### src/rtl/conv_layer_sequencer.sv
`default_nettype none
// ============================================================================
// Module      : conv_layer_sequencer
// Description : Layer-level sequencer for a streaming convolution datapath.
//               Issues lockstep reads from NUM_CH channel FIFOs for one padded
//               frame, waits for the filter datapath to produce every output
//               pixel, then steps to the next filter weight set. A watchdog
//               on the drain phase and a sticky err flag catch a stalled or
//               misbehaving datapath.
// Revision    : 1.0 - initial release
// ============================================================================
module conv_layer_sequencer #(
  parameter int WIDTH         = 112,
  parameter int NUM_CH        = 8,
  parameter int NUM_FILTERS   = 16,
  parameter int DRAIN_TIMEOUT = 1024
) (
  input  logic                clk,
  input  logic                rst,
  input  logic                start,
  input  logic [NUM_CH-1:0]   fifo_empty,
  input  logic                out_almost_full,
  input  logic                conv_valid,
  output logic                rdreq,
  output logic [((NUM_FILTERS > 1) ? $clog2(NUM_FILTERS) : 1)-1:0] filter_idx,
  output logic                busy,
  output logic                frame_done,
  output logic                done,
  output logic                err
);

  // Frame geometry: the input frame carries a one-pixel border on each side.
  localparam int IN_TOTAL  = (WIDTH + 2) * (WIDTH + 2);
  localparam int OUT_TOTAL = WIDTH * WIDTH;
  localparam int IN_CNT_W  = $clog2(IN_TOTAL + 1);
  localparam int OUT_CNT_W = $clog2(OUT_TOTAL + 1);
  localparam int TMO_W     = $clog2(DRAIN_TIMEOUT + 1);
  localparam int FI_W      = (NUM_FILTERS > 1) ? $clog2(NUM_FILTERS) : 1;

  localparam logic [IN_CNT_W-1:0]  IN_LAST  = IN_CNT_W'(IN_TOTAL - 1);
  localparam logic [IN_CNT_W-1:0]  IN_END   = IN_CNT_W'(IN_TOTAL);
  localparam logic [OUT_CNT_W-1:0] OUT_END  = OUT_CNT_W'(OUT_TOTAL);
  localparam logic [TMO_W-1:0]     TMO_LAST = TMO_W'(DRAIN_TIMEOUT - 1);
  localparam logic [FI_W-1:0]      FI_LAST  = FI_W'(NUM_FILTERS - 1);

  typedef enum logic [2:0] {
    S_IDLE  = 3'd0,
    S_RUN   = 3'd1,
    S_DRAIN = 3'd2,
    S_NEXT  = 3'd3,
    S_DONE  = 3'd4
  } state_t;

  state_t                state_q, state_d;
  logic [FI_W-1:0]       filter_idx_q, filter_idx_d;
  logic [IN_CNT_W-1:0]   in_cnt_q, in_cnt_d;
  logic [OUT_CNT_W-1:0]  out_cnt_q, out_cnt_d;
  logic [TMO_W-1:0]      tmo_q, tmo_d;
  logic                  err_q, err_d;

  logic                  w_all_ready;
  logic                  w_conv_ok;

  // All channels must hold data at once; a single empty channel stalls them all.
  assign w_all_ready = (fifo_empty == '0) && !out_almost_full;

  // A datapath output is only legal while a pass is active and still owes pixels.
  assign w_conv_ok = ((state_q == S_RUN) || (state_q == S_DRAIN)) && (out_cnt_q != OUT_END);

  // Next-state, counter updates and decoded outputs.
  always_comb begin
    state_d      = state_q;
    filter_idx_d = filter_idx_q;
    in_cnt_d     = in_cnt_q;
    out_cnt_d    = out_cnt_q;
    tmo_d        = tmo_q;
    err_d        = err_q;
    rdreq        = 1'b0;
    frame_done   = 1'b0;
    done         = 1'b0;

    case (state_q)
      S_IDLE: begin
        if (start) begin
          state_d      = S_RUN;
          filter_idx_d = '0;
          in_cnt_d     = '0;
          out_cnt_d    = '0;
          tmo_d        = '0;
          err_d        = 1'b0;
        end
      end

      S_RUN: begin
        rdreq = w_all_ready && (in_cnt_q < IN_END);
        if (rdreq) begin
          in_cnt_d = in_cnt_q + 1'b1;
          if (in_cnt_q == IN_LAST) begin
            state_d = S_DRAIN;
          end
        end
      end

      S_DRAIN: begin
        if (out_cnt_q == OUT_END) begin
          frame_done = 1'b1;
          if (filter_idx_q == FI_LAST) begin
            state_d = S_DONE;
          end else begin
            // Advance here so the new weight set is already selected in NEXT.
            state_d      = S_NEXT;
            filter_idx_d = filter_idx_q + 1'b1;
          end
        end else if (conv_valid) begin
          tmo_d = '0;
        end else if (tmo_q == TMO_LAST) begin
          // Datapath went silent: abandon the layer without any completion pulse.
          err_d   = 1'b1;
          tmo_d   = '0;
          state_d = S_IDLE;
        end else begin
          tmo_d = tmo_q + 1'b1;
        end
      end

      S_NEXT: begin
        in_cnt_d  = '0;
        out_cnt_d = '0;
        tmo_d     = '0;
        state_d   = S_RUN;
      end

      S_DONE: begin
        done    = 1'b1;
        state_d = S_IDLE;
      end

      default: begin
        state_d = S_IDLE;
      end
    endcase

    // Output pixels are counted only when expected; anything else is a protocol error.
    if (conv_valid) begin
      if (w_conv_ok) begin
        out_cnt_d = out_cnt_q + 1'b1;
      end else begin
        err_d = 1'b1;
      end
    end
  end

  // State and counter registers with synchronous reset.
  always_ff @(posedge clk) begin
    if (rst) begin
      state_q      <= S_IDLE;
      filter_idx_q <= '0;
      in_cnt_q     <= '0;
      out_cnt_q    <= '0;
      tmo_q        <= '0;
      err_q        <= 1'b0;
    end else begin
      state_q      <= state_d;
      filter_idx_q <= filter_idx_d;
      in_cnt_q     <= in_cnt_d;
      out_cnt_q    <= out_cnt_d;
      tmo_q        <= tmo_d;
      err_q        <= err_d;
    end
  end

  assign filter_idx = filter_idx_q;
  assign busy       = (state_q != S_IDLE);
  assign err        = err_q;

endmodule
`default_nettype wire

### config.mk
export PLATFORM = sky130hd
export DESIGN_NAME = conv_layer_sequencer
export DESIGN_NICKNAME = d
export VERILOG_FILES = /design/src/rtl/conv_layer_sequencer.sv
export SDC_FILE = /design/constraint.sdc
export NUM_CORES = 1
export LEC_CHECK = 0
export ABC_AREA = 0
export BUFFER_PORTS_ARGS = -buffer_cell sky130_fd_sc_hd__buf_2
export CAP_MARGIN = 20
export CORE_MARGIN = 4
export CORE_UTILIZATION = 55
export CTS_CLUSTER_DIAMETER = 30
export CTS_CLUSTER_SIZE = 16
export DETAILED_ROUTE_END_ITERATION = 8
export GPL_TIMING_DRIVEN = 0
export HOLD_SLACK_MARGIN = 0.12
export PLACE_DENSITY = 0.8
export REMOVE_ABC_BUFFERS = 1
export SLEW_MARGIN = 20
export SYNTH_ARGS = -nofsm -noshare
export SYNTH_HDL_FRONTEND = slang
export SYNTH_SLANG_ARGS = --single-unit
### constraint.sdc
create_clock -name clk -period 5.2 [get_ports clk]
set_input_delay 0.26 -clock clk [delete_from_list [all_inputs] [get_ports clk]]
set_output_delay 0.26 -clock clk [all_outputs]
set_load 0.01 [all_outputs]
# == Word-level counts from Yosys, hierarchy flattened ==
# Index checks and enable logic that the tools add are counted.
# totals
rom_bits,0
reg_bits,47
out_inout_bits,9
latch_bits,0
ram_bits,0
mem_count,0
# classes
shifts,0
n_div,0
multipliers,0
bitwise_logic,0
n_reduce_logical,15
n_eq_ne,17
add_sub_neg,4
n_lt_le_gt_ge,1
mux,35
# op_table
cell,count
2-to-1 mux 14 bit,5
2-to-1 mux 11 bit,4
one-hot mux 14 bit (3 select lines),1
one-hot mux 11 bit (3 select lines),1
"adder 14 x 1 -> 14 bit, second input constant",2
"== test 14 bit, second input constant",2
one-hot mux 14 bit (2 select lines),1
2-to-1 mux 3 bit,7
"less-than comparator 14 bit, second input constant",1
"inequality test 14 bit, second input constant",1
2-to-1 mux 4 bit,3
one-hot mux 3 bit (4 select lines),1
"adder 11 x 1 -> 11 bit, second input constant",1
"== test 11 x 10 -> 1 bit, second input constant",1
2-to-1 mux 1 bit,10
nonzero test 3 bit,3
logical NOT 8 bit,1
one-hot mux 4 bit (2 select lines),1
"== test 3 x 2 -> 1 bit, second input constant",2
"inequality test 2 x 1 -> 1 bit, second input constant",3
"inequality test 2 bit, second input constant",3
AND reduction 3 bit,2
AND reduction 5 bit,1
"adder 4 x 1 -> 4 bit, second input constant",1
12 further kinds,14

# == Depth between registers and ports, before layout ==
# Gate-level depths: netlist of run 1.
# logic_depth
ltp_word,7
depth_mapped,8
mapped_depth_nobuf,7

# == Worst setup path after synthesis of run 1 ==
# OpenSTA, ideal clock, no wires.
# synth_timing
kind,reg2reg
startpoint,reg out_cnt_q[0]
endpoint,reg tmo_q[10]
t_arrival_ns,1.819
required_ns,5.143
setup_ns,0.057
synth_period_minus_slack_ns,1.876
path_stages_with_launch,9
slack_ns,3.324
cell_sequence,dfxtp_1 inv_1 ha_1 nor4bb_1 nand4_1 o21ai_1 buf_2 o21bai_2 o21ba_2
# synth_via
elab_chain_cells,3
# synth_lines
element,line,source
from (decl),57,"logic [OUT_CNT_W-1:0] out_cnt_q, out_cnt_d;"
from (signal assigned),166,out_cnt_q <= out_cnt_d;
== test 14 bit,105,if (out_cnt_q == OUT_END) begin
inequality test 2 bit (no source line),n/a,
AND reduction 3 bit (no source line),n/a,
to (signal assigned),167,tmo_q <= tmo_d;
to (decl),58,"logic [TMO_W-1:0] tmo_q, tmo_d;"
# No other way between the ends.
# A chain may end at the register's enable or synchronous reset.

# == Worst setup path in the final report of run 1 ==
# Ends and elaborated chain as after synthesis.

==> impl_metrics.py, run 1 <==
metrics = {
    "outcome": {
        "status": "completed",
    },
    "power_and_ir_drop": {
        "p_leak_uw": 0.000941,
        "total_power_uw": 649,
        "ir_drop_mv": 0.202,
        "power.density_mw_per_mm2": 240,
    },
    "cts": {
        "cts_sinks": 47,
        "cts_max_path_buffers": 2,
        "cts_tree": "done",
        "clk_latency_ns": 0.30,
        "clk_pin_slew_ns": 0.08,
        "post_cts_resized": 0,
        "clockRootBuffer": "clkbuf_8",
        "cts_max_level": 2,
        "hold_buffers": 0,
        "numCtsBuffers": 5,
        "post-cts-setup-buffer-count": 0,
    },
    "synthesis": {
        "yosysTopAreaCellShare_pct": 37.5,
        "avgSynthCellArea_um2": 8.11,
        "ys_ff_latch": 47,
        "yosys-top-cells-area": "dfxtp_1 (38%), or4_1 (5.1%), a21oi_1 (4.2%)",
        "synth_top_area_cell": "dfxtp_1",
        "syn_area_mm2": 0.00251,
        "synth_cell_types": 47,
        "yosysWarningCount": 0,
        "seq_area_frac_synth_pct": 37.5,
        "synth-edff-count": 0,
        "synth_cells": 309,
        "synthArstFlopShare_pct": 0,
        "synth_ff_type": "dfxtp_1",
    },
    "timing": {
        "fmax_mhz": 328,
        "drv_slew": 0,
        "fin_crit_ns": 3.04,
        "timing.final.crit_share_pct": 58.5,
        "clock_skew_ns": 0.00629,
        "finalSetupTns_ns": 0,
        "finalSetupViolCount": 0,
        "hold_viol": 0,
        "rsz0062_at_grt": "no",
        "worst_slew_pin_slew_ns": 0.849,
        "slew_headroom_pct": 43.0,
    },
    "routing": {
        "drt-vias-per-instance": 6.16,
        "drc": 0,
        "drtIter0Drc": 148,
        "wl_per_cell_um": 13.9,
        "vias": 2321,
        "ant_nets": 0,
        "wirelength_um": 5230,
        "drt_first_pass_iters": 4,
    },
    "grt": {
        "grt_pass1_wl_um": 8700,
        "grt_overflow": 0,
        "grt_max_degree": 27,
        "grt_pass1_vias": 2044,
        "grt_usage_pct": 19.2,
        "antenna_found_initial": 0,
    },
    "floorplanning": {
        "dieWidth_um": 75.5,
        "die_area_mm2": 0.00570,
        "die-height_um": 75.5,
        "rows": 24,
        "pin_count": 22,
        "start_util_pct": 57.2,
        "core_area_mm2": 0.00438,
    },
    "cells_and_area": {
        "fin_nets": 342,
        "layoutNonFillerInstCount": 377,
        "stdcell_area_mm2": 0.00270,
        "antenna_cells": 0,
        "layout-drive-gt1-share_pct": 10.5,
        "finalCoreUtilization_pct": 61.7,
        "synthToLayoutAreaGrowth_pct": 7.83,
    },
    "run": {
        "cap_violations": 0,
    },
    "place": {
        "gp_congestion": 0.825,
        "hpwl_um": 3680,
        "placed_area_mm2": 0.00262,
        "dp_cells": 369,
        "place.port_buffers": 21,
    },
    "setup_path": {
        "path_class": "reg2reg",
        "cp.required_ns": 5.45,
        "critPathLaunchType": "flip-flop",
        "cp_max_fo": 17,
        "crit_arrival_ns": 3.30,
        "endpoint_kind": "flip-flop",
    },
    "min_path": {
        "min_path_type": "in2reg",
    },
}
==> layout make-up <==
type                       instances  area [um2]
clock inverter                     1        5.00
timing repair buffer              22         116
fill                             389        1680
sequential                        47         941
tap                               52        65.1
multi-input combinational        237        1460
inverter                          11        41.3
clock buffer                       7        76.3
==> sequential cells by signal, indices dropped and copies added, names as in the netlist <==
register    count
tmo_q          11
out_cnt_q      14
in_cnt_q       14
filter_idx      4
state_q         3
err             1
==> Yosys cell counts, types with 5 or more instances <==
cell and instances:
dfxtp_1 47, nand2_1 28, nor2_1 27, a21oi_1 21
nand3_1 18, or4_1 17, nor3_1 14, o31ai_1 14
inv_1 11, xor2_1 10, o21ai_0 9, or3_1 8
and3_1 7, nand4_1 7, clkbuf_1 6, buf_2 5
ha_1 5, o211ai_1 5
==> per-stage QoR <==
| step | setup WS, ns | hold WS [ns] |
|---|---|---|
| detailed placement | 2.17 | 0.465 |
| finish | 2.16 | 0.316 |
| global placement | 2.20 | 0.439 |
| floorplan | 2.80 | 0.329 |
| CTS | 2.12 | 0.316 |
| global route | 1.86 | 0.345 |
==> cell usage in the layout (no fill, tap or decap), types with 3 or more instances in the layout <==
cell,netlist,layout
inv_1,11,11
o2111ai_1,4,4
or3_1,8,8
ha_1,5,5
a211oi_1,3,3
nand3_1,18,18
or4_1,17,17
o31ai_1,14,14
o211ai_1,5,5
nor2_1,27,27
mux2i_1,4,4
clkbuf_8,0,5
nand4_1,7,7
nor4_1,4,4
nand2_1,28,28
buf_2,5,21
o21ai_0,9,9
a21oi_1,21,21
xor2_1,10,10
nand4b_1,3,3
and3_1,7,7
nand2b_1,4,4
dfxtp_1,47,47
nor3_1,14,14
==> kinds of logic after synthesis <==
| kind of cell | count (synthesis) | share of synthesized area, % |
|---|---|---|
| buffers and inverters | 25 | 4.44 |
| XOR/XNOR | 12 | 4.19 |
| AND/OR/NAND/NOR | 149 | 32.1 |
| flip-flops | 47 | 37.5 |
| AO/OA/AOI/OAI | 67 | 17.6 |
| adder cells (fa/ha/maj) | 5 | 2.50 |
| multiplexers | 4 | 1.60 |
==> power breakdown <==
| group | internal (uW) | leakage [uW] | switching (uW) |
|---|---|---|---|
| combinational | 21.6 | 0.000520 | 44.5 |
| clock | 94.5 | 0.0000422 | 120 |
| sequential | 364 | 0.000379 | 5.10 |
==> worst max-delay path: stages (launching register included) <==
cell and delay, ns:
dfxtp_1 0.33, inv_1 0.09, ha_1 0.16, nor4bb_1 0.28
nand4_1 0.59, o21ai_1 0.92, o21bai_2 0.32, o21ba_2 0.30
==> final timing paths <==
kind,start,end,slack [ns],depth (start not counted)
worst max-delay path,out_cnt_q[0],tmo_q[10],2.16,7
worst min-delay path,rst,in_cnt_q[1],0.32,2
worst max register to register,out_cnt_q[0],tmo_q[10],2.16,7
worst min register to register,in_cnt_q[13],in_cnt_q[13],0.49,2
==> metal layers <==
metal / routed length, um / GRT usage [%]
met2: 2500 / 31.2
met3: 228 / 4.09
met5: 0 / 0
met4: 62 / 6.41
met1: 2430 / 25.5
Power figures use the tool's default switching activity.
==> run 2, diff against run 1 <==
Settings changed: CORE_UTILIZATION 55 to 53, PLACE_DENSITY 0.8 to 0.81.
Clock period 5.2 ns to 2.5 ns, I/O delays scaled along.
==> impl_metrics.py, run 2 (synthesis results as in run 1) <==
metrics = {
    "outcome": {
        "status": "completed",
    },
    "power_and_ir_drop": {
        "p_leak_uw": 0.000967,
        "ir_drop_mv": 0.361,
        "power.density_mw_per_mm2": 522,
    },
    "min_path": {
        "holdPathEnd": "in_cnt_q[1]",
        "whs_path_depth": 2,
        "holdCritStartpoint": "rst",
        "min_path_type": "in2reg",
    },
    "cells_and_area": {
        "most-common-layout-cells": "dfxtp_1 (47), nand2_1 (28), nor2_1 (27), a21oi_1 (21), buf_2 (21)",
        "layout_commonest_cell": "dfxtp_1",
        "fin_nets": 346,
        "synthToLayoutAreaGrowth_pct": 10.8,
        "antenna_cells": 0,
        "reg_top3": "in_cnt_q x14, out_cnt_q x14, tmo_q x11",
        "layoutNonFillerInstCount": 380,
        "finalCoreUtilization_pct": 62.1,
        "layout-drive-gt1-share_pct": 13.1,
        "stdcell_area_mm2": 0.00278,
    },
    "grt": {
        "grt_overflow": 0,
        "grt_max_degree": 27,
        "grt_pass1_wl_um": 9830,
        "met2_usage_pct": 33.0,
        "met3_usage_pct": 4.10,
        "top_usage_layer": "met2",
        "use_met1_pct": 25.3,
        "grt_pass1_vias": 2254,
        "antenna_found_initial": 0,
        "grt_usage_pct": 19.9,
    },
    "place": {
        "place.port_buffers": 21,
        "placed_area_mm2": 0.00262,
        "gp_congestion": 0.814,
        "hpwl_um": 3800,
        "pre_cts_ws_ns": -0.561,
        "dp_cells": 369,
    },
    "floorplanning": {
        "dieWidth_um": 76.8,
        "die-height_um": 76.8,
        "core_area_mm2": 0.00447,
        "die_area_mm2": 0.00590,
        "pin_count": 22,
        "rows": 24,
        "start_util_pct": 56.0,
    },
    "timing": {
        "clock_skew_ns": 0.00781,
        "slew_headroom_pct": 51.1,
        "fmax_mhz": 454,
        "fin_crit_ns": 2.20,
        "timing.final.crit_share_pct": 88.0,
        "finalSetupViolCount": 0,
        "fin_hold_ws_ns": 0.201,
        "drv_slew": 0,
        "rsz0062_at_grt": "no",
        "hold_viol": 0,
        "worst_slew_pin_slew_ns": 0.728,
        "fin_ws_ns": 0.299,
    },
    "setup_path": {
        "crit_arrival_ns": 2.45,
        "r2r-start": "state_q[1]",
        "r2r_end": "in_cnt_q[6]",
        "reg2reg_depth": 6,
        "path_class": "reg2reg",
        "cp.required_ns": 2.74,
        "endpoint_kind": "flip-flop",
        "cp_max_fo": 24,
        "rrSetupSlack_ns": 0.30,
        "critPathLaunchType": "flip-flop",
    },
    "routing": {
        "ant_nets": 0,
        "wirelength_um": 5480,
        "wl_per_cell_um": 14.4,
        "drt-vias-per-instance": 6.20,
        "drc": 0,
        "drtIter0Drc": 160,
        "drt_first_pass_iters": 5,
        "vias": 2356,
    },
    "run": {
        "cap_violations": 0,
    },
    "cts": {
        "clockRootBuffer": "clkbuf_8",
        "cts_max_level": 2,
        "cts_sinks": 47,
        "cts_tree": "done",
        "hold_buffers": 0,
        "cts_max_path_buffers": 2,
        "clk_latency_ns": 0.30,
        "numCtsBuffers": 5,
        "clk_pin_slew_ns": 0.09,
    },
}
-- run 2: worst max path at each step --
stage                       startpoint     endpoint  slack (ns)
after floorplan           out_cnt_q[0]    tmo_q[10]        0.10
after global placement    out_cnt_q[0]    tmo_q[10]       -0.46
after detailed placement  out_cnt_q[0]    tmo_q[10]       -0.56
after CTS                   state_q[1]  in_cnt_q[6]        0.07
after global routing        state_q[0]        rdreq        0.05
final                       state_q[1]  in_cnt_q[6]        0.30
-- run 2: repair_timing --
item                       in CTS  in global routing
hold endpoints to repair        0                  0
cloned                          0                  0
pin swaps                       1                  0
gates resized for setup         2                  3
setup endpoints to repair      12                 16
buffers inserted                4                  0
-- run 2: cell type report --
cell class                      count  area (um2)
Clock buffer                        5        68.8
Clock inverter                      2        37.5
Fill cell                         382        1700
Inverter                           11        41.3
Multi-Input combinational cell    237        1480
Sequential cell                    47         941
Tap cell                           52        65.1
Timing Repair Buffer               26         146
-- run 2: metal layers --
| layer | wire length [um] | part of all wire [%] |
|---|---|---|
| met3 | 290 | 5.3 |
| met4 | 78 | 1.4 |
| met5 | 0 | 0 |
| met1 | 2450 | 45 |
| met2 | 2650 | 48 |
-- run 2: critical path: stages, from the launching register on --
cell and delay (ns):
dfxtp_1 0.49, nand2b_1 0.20, a21o_2 0.39, o21bai_2 0.24
buf_6 0.21, or4_1 0.51, nand2_1 0.10
-- run 2: through the flow --
step	total power, uW	setup TNS (ns)
floorplan	870	0
global placement	914	-7.04
detailed placement	922	-4.72
CTS	1460	0
global route	1510	0
finish	1450	0
-- run 2: power by group --
part / leakage [uW] / switching [uW] / internal (uW) / total (uW)
Combinational: 0.000538 / 93.8 / 47.4 / 141
Clock: 0.0000502 / 250 / 292 / 542
Sequential: 0.000379 / 10.5 / 756 / 767
Total: 0.000967 / 354 / 1100 / 1450
==> run 3, diff against run 2 <==
Settings changed: CORE_UTILIZATION 53 to 55, PLACE_DENSITY 0.81 to 0.8.
Clock period 2.5 ns to 2.82 ns, I/O delays scaled along.
==> impl_metrics.py, run 3 (synthesis results as in run 1) <==
metrics = {
    "setup_path": {
        "rrSetupSlack_ns": 0.34,
        "path_buf_inv": 1,
        "reg2reg_depth": 5,
        "cp_max_fo": 26,
        "endpoint_kind": "flip-flop",
        "max_stage_delay_ns": 0.82,
        "crit_arrival_ns": 2.72,
        "critPathSlowestCell": "o31a_1",
        "r2r_end": "in_cnt_q[2]",
        "cp.required_ns": 3.06,
        "path_cells": "inv_1 -> nor3_1 -> o31a_1 -> o21ai_0 -> a21oi_1",
        "crit_family": "compound AO/OA/AOI/OAI gates",
        "r2r-start": "state_q[0]",
        "path_class": "reg2reg",
        "critPathLaunchType": "flip-flop",
    },
    "grt": {
        "antenna_found_initial": 0,
        "grt_overflow": 0,
        "grt_max_degree": 27,
        "grt_usage_pct": 19.2,
        "grt_pass1_vias": 2037,
        "grt_pass1_wl_um": 8700,
    },
    "timing": {
        "slew_headroom_pct": 42.4,
        "rsz0062_at_grt": "no",
        "fin_ws_ns": 0.339,
        "fin_crit_ns": 2.48,
        "fmax_mhz": 403,
        "clock_skew_ns": 0.00681,
        "timing.final.crit_share_pct": 88.0,
        "worst_slew_pin_slew_ns": 0.864,
        "finalSetupViolCount": 0,
        "hold_viol": 0,
        "finalSetupTns_ns": 0,
        "drv_slew": 0,
    },
    "min_path": {
        "holdCritStartpoint": "rst",
        "whs_path_depth": 2,
        "min_path_type": "in2reg",
        "holdPathEnd": "in_cnt_q[1]",
    },
    "place": {
        "placed_area_mm2": 0.00262,
        "place.port_buffers": 21,
        "pre_cts_ws_ns": -0.209,
        "hpwl_um": 3680,
        "gp_congestion": 0.825,
    },
    "cts": {
        "cts_max_path_buffers": 2,
        "cts_max_level": 2,
        "clk_latency_ns": 0.30,
        "cts_tree": "done",
        "numCtsBuffers": 5,
        "cts_sinks": 47,
        "clockRootBuffer": "clkbuf_8",
        "clk_pin_slew_ns": 0.08,
    },
    "power_and_ir_drop": {
        "power.density_mw_per_mm2": 438,
        "total_power_uw": 1200,
        "p_leak_uw": 0.000956,
        "ir_drop_mv": 0.358,
    },
    "floorplanning": {
        "die_area_mm2": 0.00570,
        "die-height_um": 75.5,
        "core_area_mm2": 0.00438,
        "dieWidth_um": 75.5,
        "rows": 24,
        "pin_count": 22,
        "start_util_pct": 57.2,
    },
    "routing": {
        "drtIter0Drc": 126,
        "drt_first_pass_iters": 5,
        "wl_per_cell_um": 13.9,
        "drc": 0,
        "wirelength_um": 5280,
        "vias": 2336,
        "drt-vias-per-instance": 6.15,
        "ant_nets": 0,
    },
    "cells_and_area": {
        "layout-drive-gt1-share_pct": 11.6,
        "layout_commonest_cell": "dfxtp_1",
        "reg_top3": "in_cnt_q x14, out_cnt_q x14, tmo_q x11",
        "synthToLayoutAreaGrowth_pct": 9.18,
        "stdcell_area_mm2": 0.00274,
        "fin_nets": 345,
        "finalCoreUtilization_pct": 62.4,
        "antenna_cells": 0,
        "fill_cells": 380,
        "most-common-layout-cells": "dfxtp_1 (47), nand2_1 (28), nor2_1 (27), a21oi_1 (21), buf_2 (21)",
    },
    "outcome": {
        "status": "completed",
    },
    "run": {
        "cap_violations": 0,
    },
}
==> run 3: worst reg2reg max path, cell delays in order (launching register included) <==
cell and delay (ns):
dfxtp_1 0.48, inv_1 0.16, nor3_1 0.58, o31a_1 0.82
o21ai_0 0.22, a21oi_1 0.15
==> run 3: how the worst max path moves through the flow <==
stage                       from     endpoint  slack (ns)  cells past startpoint
finish                state_q[0]  in_cnt_q[2]        0.34                      5
global route          state_q[0]  in_cnt_q[2]        0.14                      5
floorplan           out_cnt_q[0]    tmo_q[10]        0.42                      7
detailed placement  out_cnt_q[0]    tmo_q[10]       -0.21                      7
CTS                 out_cnt_q[0]    tmo_q[10]        0.01                      7
global placement    out_cnt_q[0]    tmo_q[10]       -0.18                      7
==> run 3: per-layer routing <==
metal / vias up / wire [um] / global-route usage, %
met1: 1089 / 2510 / 25.4
met3: 6 / 240 / 4.09
met5: - / 0 / 0
met2: 58 / 2470 / 31.4
li1: 1183 / - / -
met4: 0 / 62 / 6.21
==> run 3: what timing repair did <==
item / 4_1_cts / 5_1_grt
pin swaps: 0 / 1
endpoints found under the setup margin: 11 / 10
hold buffers: 0 / 0
setup buffers: 0 / 3
gates resized for setup: 1 / 1
==> run 3: power breakdown <==
part / switching, uW / total (uW) / internal, uW / leakage [uW]
logic: 83.7 / 125 / 40.8 / 0.000534
registers: 9.37 / 680 / 671 / 0.000379
clock network: 220 / 394 / 174 / 0.0000422
total: 313 / 1200 / 886 / 0.000956
==> run 3: final cells by class <==
class                           instances  area [um2]  share of cell area [%]
Multi-Input combinational cell        237        1470                    53.7
Tap cell                               52        65.1                    2.38
Clock buffer                            7        76.3                    2.79
Timing Repair Buffer                   25         139                    5.07
Inverter                               11        41.3                    1.51
Clock inverter                          1        5.00                   0.183
Sequential cell                        47         941                    34.4
==> run 3: stage by stage <==
| step | instances | hold WS [ns] |
|---|---|---|
| floorplan | 295 | 0.210 |
| global route | 380 | 0.227 |
| finish | 380 | 0.190 |
| detailed placement | 369 | 0.465 |
| global placement | 368 | 0.439 |
| CTS | 377 | 0.197 |
